## src/rtl/hazard_ctrl_if.sv

```systemverilog
// Hazard-control bundle: ID/EX operand info and redirect in, pipeline hold/flush controls out.
// The slave side is the sequencer; the master side is the pipeline datapath.
interface hazard_ctrl_if #(
  parameter int unsigned REG_AW = 5
);
  logic [REG_AW-1:0] id_rs1;
  logic [REG_AW-1:0] id_rs2;
  logic              id_use_rs1;
  logic              id_use_rs2;
  logic [REG_AW-1:0] ex_rd;
  logic              ex_is_load;
  logic              redirect;
  logic              pc_hold;
  logic              ifid_hold;
  logic              ifid_flush;
  logic              idex_bubble;
  logic              busy;
  logic [31:0]       stall_cnt;
  logic [31:0]       flush_cnt;

  modport master (
    output id_rs1, id_rs2, id_use_rs1, id_use_rs2, ex_rd, ex_is_load, redirect,
    input  pc_hold, ifid_hold, ifid_flush, idex_bubble, busy, stall_cnt, flush_cnt
  );

  modport slave (
    input  id_rs1, id_rs2, id_use_rs1, id_use_rs2, ex_rd, ex_is_load, redirect,
    output pc_hold, ifid_hold, ifid_flush, idex_bubble, busy, stall_cnt, flush_cnt
  );
endinterface

```

## src/rtl/hazard_ctrl.sv

```systemverilog
// Pipeline sequencer owning all load-use stall and redirect flush sequencing (Mealy outputs).
// Optional perf counters stall_cnt/flush_cnt are built only when HAZARD_PERF_EN is defined.
module hazard_ctrl #(
  parameter int unsigned FLUSH_CYCLES = 2,
  parameter int unsigned REG_AW       = 5
) (
  input logic           clk,
  input logic           rst,
  hazard_ctrl_if.slave  hz_io
);

  typedef enum logic [1:0] {StRun, StLstall, StFlush} state_e;

  // fcnt counts remaining FLUSH-state cycles after the one it is loaded for
  localparam logic [1:0] FcntInit = (FLUSH_CYCLES >= 2) ? 2'(FLUSH_CYCLES - 2) : 2'd0;

  state_e     state_q, state_d;
  logic [1:0] fcnt_q, fcnt_d;
  logic       lu;
  logic       pc_hold, ifid_hold, ifid_flush, idex_bubble;

  assign lu = hz_io.ex_is_load && (hz_io.ex_rd != '0) &&
              ((hz_io.id_use_rs1 && (hz_io.id_rs1 == hz_io.ex_rd)) ||
               (hz_io.id_use_rs2 && (hz_io.id_rs2 == hz_io.ex_rd)));

  always_ff @(posedge clk or posedge rst) begin
    if (rst) begin
      state_q <= StRun;
      fcnt_q  <= 2'd0;
    end else begin
      state_q <= state_d;
      fcnt_q  <= fcnt_d;
    end
  end

  always_comb begin
    state_d     = state_q;
    fcnt_d      = fcnt_q;
    pc_hold     = 1'b0;
    ifid_hold   = 1'b0;
    ifid_flush  = 1'b0;
    idex_bubble = 1'b0;
    case (state_q)
      StRun, StLstall: begin
        if (hz_io.redirect) begin
          ifid_flush  = 1'b1;
          idex_bubble = 1'b1;
          if (FLUSH_CYCLES > 1) begin
            state_d = StFlush;
            fcnt_d  = FcntInit;
          end else begin
            state_d = StRun;
          end
        end else if ((state_q == StRun) && lu) begin
          // EX holds a bubble during LSTALL, so lu is not re-evaluated there
          pc_hold     = 1'b1;
          ifid_hold   = 1'b1;
          idex_bubble = 1'b1;
          state_d     = StLstall;
        end else begin
          state_d = StRun;
        end
      end
      StFlush: begin
        ifid_flush  = 1'b1;
        idex_bubble = 1'b1;
        if (hz_io.redirect) begin
          fcnt_d = FcntInit;
        end else if (fcnt_q == 2'd0) begin
          state_d = StRun;
        end else begin
          fcnt_d = fcnt_q - 2'd1;
        end
      end
      default: begin
        state_d = StRun;
        fcnt_d  = 2'd0;
      end
    endcase
  end

  // Outputs are combinational from inputs, so they must be forced low while reset is held
  assign hz_io.pc_hold     = pc_hold     & ~rst;
  assign hz_io.ifid_hold   = ifid_hold   & ~rst;
  assign hz_io.ifid_flush  = ifid_flush  & ~rst;
  assign hz_io.idex_bubble = idex_bubble & ~rst;
  assign hz_io.busy        = (state_q != StRun) & ~rst;

`ifdef HAZARD_PERF_EN
  logic [31:0] stall_cnt_q, flush_cnt_q;

  always_ff @(posedge clk or posedge rst) begin
    if (rst) begin
      stall_cnt_q <= 32'd0;
      flush_cnt_q <= 32'd0;
    end else begin
      if (pc_hold) begin
        stall_cnt_q <= stall_cnt_q + 32'd1;
      end
      if (hz_io.redirect) begin
        flush_cnt_q <= flush_cnt_q + 32'd1;
      end
    end
  end

  assign hz_io.stall_cnt = stall_cnt_q;
  assign hz_io.flush_cnt = flush_cnt_q;
`else
  assign hz_io.stall_cnt = 32'd0;
  assign hz_io.flush_cnt = 32'd0;
`endif

endmodule
```

## src/flat_wrapper.sv

```systemverilog
// flat-port wrapper written by rule: the top's interface ports become plain ports
module hazard_ctrl_flat 
#(
  parameter int unsigned FLUSH_CYCLES = 2,
  parameter int unsigned REG_AW       = 5
)
  (clk, rst, hz_io_id_rs1, hz_io_id_rs2, hz_io_id_use_rs1, hz_io_id_use_rs2, hz_io_ex_rd, hz_io_ex_is_load, hz_io_redirect, hz_io_pc_hold, hz_io_ifid_hold, hz_io_ifid_flush, hz_io_idex_bubble, hz_io_busy, hz_io_stall_cnt, hz_io_flush_cnt);
  hazard_ctrl_if #(.REG_AW(REG_AW)) hz_io_i ();
  input logic clk;
  input logic rst;
  input wire logic [$bits(hz_io_i.id_rs1)-1:0] hz_io_id_rs1;
  input wire logic [$bits(hz_io_i.id_rs2)-1:0] hz_io_id_rs2;
  input wire logic [$bits(hz_io_i.id_use_rs1)-1:0] hz_io_id_use_rs1;
  input wire logic [$bits(hz_io_i.id_use_rs2)-1:0] hz_io_id_use_rs2;
  input wire logic [$bits(hz_io_i.ex_rd)-1:0] hz_io_ex_rd;
  input wire logic [$bits(hz_io_i.ex_is_load)-1:0] hz_io_ex_is_load;
  input wire logic [$bits(hz_io_i.redirect)-1:0] hz_io_redirect;
  output wire logic [$bits(hz_io_i.pc_hold)-1:0] hz_io_pc_hold;
  output wire logic [$bits(hz_io_i.ifid_hold)-1:0] hz_io_ifid_hold;
  output wire logic [$bits(hz_io_i.ifid_flush)-1:0] hz_io_ifid_flush;
  output wire logic [$bits(hz_io_i.idex_bubble)-1:0] hz_io_idex_bubble;
  output wire logic [$bits(hz_io_i.busy)-1:0] hz_io_busy;
  output wire logic [$bits(hz_io_i.stall_cnt)-1:0] hz_io_stall_cnt;
  output wire logic [$bits(hz_io_i.flush_cnt)-1:0] hz_io_flush_cnt;
  assign hz_io_i.id_rs1 = hz_io_id_rs1;
  assign hz_io_i.id_rs2 = hz_io_id_rs2;
  assign hz_io_i.id_use_rs1 = hz_io_id_use_rs1;
  assign hz_io_i.id_use_rs2 = hz_io_id_use_rs2;
  assign hz_io_i.ex_rd = hz_io_ex_rd;
  assign hz_io_i.ex_is_load = hz_io_ex_is_load;
  assign hz_io_i.redirect = hz_io_redirect;
  assign hz_io_pc_hold = hz_io_i.pc_hold;
  assign hz_io_ifid_hold = hz_io_i.ifid_hold;
  assign hz_io_ifid_flush = hz_io_i.ifid_flush;
  assign hz_io_idex_bubble = hz_io_i.idex_bubble;
  assign hz_io_busy = hz_io_i.busy;
  assign hz_io_stall_cnt = hz_io_i.stall_cnt;
  assign hz_io_flush_cnt = hz_io_i.flush_cnt;
  hazard_ctrl #(.FLUSH_CYCLES(FLUSH_CYCLES), .REG_AW(REG_AW)) u_core (.clk(clk), .rst(rst), .hz_io(hz_io_i));
endmodule
```

## config.mk

```make
export PLATFORM = sky130hd
export DESIGN_NAME = hazard_ctrl_flat
export DESIGN_NICKNAME = d
export VERILOG_FILES = /design/src/rtl/hazard_ctrl_if.sv /design/src/rtl/hazard_ctrl.sv /design/src/flat_wrapper.sv
export SDC_FILE = /design/constraint.sdc
export NUM_CORES = 1
export LEC_CHECK = 0
export ABC_CLOCK_PERIOD_IN_PS = 2850
export BUFFER_PORTS_ARGS = -buffer_cell sky130_fd_sc_hd__clkbuf_2
export CORE_UTILIZATION = 35
export CTS_BUF_LIST = sky130_fd_sc_hd__clkbuf_8
export DETAILED_ROUTE_END_ITERATION = 7
export PLACE_DENSITY = 0.84
export SYNTH_ARGS = -nofsm -noshare
export SYNTH_HDL_FRONTEND = slang
export SYNTH_SLANG_ARGS = --single-unit
```

## constraint.sdc

```tcl
create_clock -name clk -period 2.85 [get_ports clk]
set_input_delay 0.285 -clock clk [delete_from_list [all_inputs] [get_ports clk]]
set_output_delay 0.285 -clock clk [all_outputs]
set_load 0.05 [all_outputs]
```

==> flow_summary.toml <==
[global_routing]
grt.total_usage = 0.09047
grt_pass1_vias = 394
grt_first_pass_wirelength_um = 1731
gr-total-overflow = 0
antenna_found_initial = 0
grt_max_degree = 8

[clock_network]
cts_buffer_depth = 2
h-tree-depth = 1
cts_sinks = 4
cts_buffers = 3
insertion_delay_ns = 0.22
cts_resized = 0
cts-root-buf = "clkbuf_8"
cts_tree = "done"
clk_pin_slew_ns = 0.03

[setup_path]
critPathBufInv = 4
critPathCaptureType = "output port"
cpPeakStageDelay_ns = 0.53
crit_type = "input pin to output port"
crit_path_start_kind = "input pin"
cp_max_fo = 5
cp_cell_sequence = "dlygate4sd3_1 -> clkbuf_2 -> inv_1 -> nand4_1 -> o21bai_1 -> clkbuf_2"
cp_top_family = "buffers and inverters"
r2r_start = "u_core.fcnt_q[0]$_DFFE_PP0P_"
crit_start = "rst"
slowest_stage = "dlygate4sd3_1"
crit_required_ns = 2.57
crit_path_frequent_cell = "clkbuf_2"
worstPathArrival_ns = 1.65

[pwr]
swShare = 0.5789
p_leak_nw = 0.5034
ir_drop_mv = 0.3427
switchingPower_w = 0.0003272
internal-power_w = 0.0002380
powerDensity_nw_per_um2 = 676.2
combPwrFrac = 0.634
pwr-share-clk = 0.209
pwr-share-seq = 0.157
power.total_w = 0.0005652

[synth]
synth_compound_area_frac = 0.06714
ys_warn_count = 0
synthCells = 113
synth_top_area_frac = 0.5571
synth-adder-area-share = 0.01429
synth_common_cells = "buf_4, xor2_1, nor2_1, a21oi_1, inv_1"
synth_edf_count = 0
synth_most_common_cell = "buf_4"
syn_area_per_cell_um2 = 7.751
synth_ff_type = "dfrtp_1"
yosysTopAreaCell = "buf_4"
synth_top_family_by_area = "buffers and inverters"
synth_xor_xnor_area_share = 0.1000
netlist_area_um2 = 875.8
synthTopCellsByArea = "buf_4, dfrtp_1, xor2_1, a21oi_1, nor2_1"
yosys.area_share.simple = 0.1214
synth.mux.area_fraction = 0
synth_cell_types = 22
ys_seq_area_frac = 0.1143
ys_ff_latch = 4
async_flop_share = 1.000

[timing]
setup_tns_ns = 0
post-route-period-util = 0.6803
final-setup-viol-count = 0
hold_slack_ns = 0.3016
skew_ns = 0.001879
layout_setup_ws_ns = 0.9110
layout_min_cycle_time_ns = 1.939
rsz0062_at_grt = "false"
final-hold-violation-count = 0
finalMaxSlewViolations = 0
max_freq_ghz = 0.5157

[floorplanning]
dieWidth_um = 52.03
start_util = 0.3848
die_h_um = 52.03
io_pins = 90
core_area_um2 = 2276
die-area_um2 = 2707
fp-row-count = 17

[route]
vias_per_cell = 3.542
wl_um = 1235
dr.pass1.iters = 3
num_vias = 595
wire_per_inst_um = 7.351
drc = 0
drt_iter0_drc = 8
ant_nets = 0

[placement]
io_buffers = 25
dpl.hpwl_um = 1137
gp_congestion = 0.7104
post-place-ws_ns = 0.9926

[final_layout]
drive_above_1_share = 0.2143
area_delta_synth_final_pct = -4.571
antennaDiodeCount = 0
nNetsFinal = 164

[status]
status = "completed"

[min_path]
hp-class = "input pin to flop"
hold_path.startpoint = "hz_io_redirect"

[flow_run]
maxCapViolations = 0
[through the flow]
step	instance area (µm²)	util	std cells
after floorplan	1112	-	176
after global placement	784.5	0.3447	164
after detailed placement	784.5	0.3447	164
after CTS	835.8	0.3672	168
after global routing	835.8	0.3672	168
final	835.8	0.3672	168
[registers in the layout (all words and copies together), names as in the netlist]
register	count
u_core.fcnt_q	2
u_core.state_q	2
[cell families after synthesis]
family | count (synthesis)
buf+inv | 70
simple gates | 18
xor+xnor | 10
compound gates | 9
flops | 4
fa+ha+maj | 1
other cells | 1
[power by group through the flow]
| stage | sequential [W] | combinational (W) | clock (W) |
|---|---|---|---|
| after global routing | 0.0000912 | 0.000382 | 0.000128 |
| final | 0.0000886 | 0.000358 | 0.000118 |
| after floorplan | 0.0000859 | 0.000383 | 0 |
| after global placement | 0.0000879 | 0.000352 | 0 |
| after CTS | 0.0000881 | 0.000358 | 0.000121 |
| after detailed placement | 0.0000892 | 0.000356 | 0 |
[layout by cell type (no fill, tap or decap), drive strengths merged]
cell type	Yosys	layout
a21oi	5	5
nand2	2	2
a2bb2oi	2	2
dfrtp	4	4
nor2	6	6
xor2	8	8
conb	1	64
nor3b	2	2
clkbuf	0	28
xnor2	2	2
nand4	1	1
nor4	2	2
dlygate4sd3	0	1
nand2b	1	1
o21bai	1	1
and2	1	1
ha	1	1
inv	5	5
nor3	2	2
nand4b	1	1
a32oi	1	1
[final timing paths]
kind,end,cells past startpoint,slack (ns)
max in group asynchronous,u_core.fcnt_q[1]$_DFFE_PP0P_,3,2.15
worst min register to register,u_core.state_q[1]$_DFFE_PP0P_,1,0.52
worst max register to register,u_core.fcnt_q[1]$_DFFE_PP0P_,6,1.61
worst min-delay path,u_core.fcnt_q[0]$_DFFE_PP0P_,2,0.30
min in group asynchronous,u_core.state_q[1]$_DFFE_PP0P_,3,0.54
worst max-delay path,hz_io_idex_bubble,6,0.91
[final cells by class]
class | instances | area (µm²)
Timing Repair Buffer | 26 | 135.1
Sequential cell | 4 | 100.1
Multi-Input combinational cell | 102 | 505.5
Tap cell | 28 | 35.03
Clock buffer | 3 | 41.29
Inverter | 5 | 18.77
Fill cell | 257 | 1440
[worst reg2reg max path, cell delays in order, from the launching register on]
cell	delay, ns
dfrtp_1	0.37
inv_1	0.06
ha_1	0.28
nor3b_1	0.19
a21oi_1	0.06
a2bb2oi_1	0.13
nor2_1	0.09
[timing repair]
item	CTS	global route
hold buffers	1	0
setup buffers	0	0
hold endpoints to repair	4	0
[routing by layer]
layer	global-route usage	up-vias	routed length, µm
met5	0	-	0
met4	0.05405	0	19
met3	0.01754	2	125
met2	0.1709	48	665
met1	0.08901	258	424
li1	-	287	-
No activity file was read; power rests on OpenSTA's default activity.
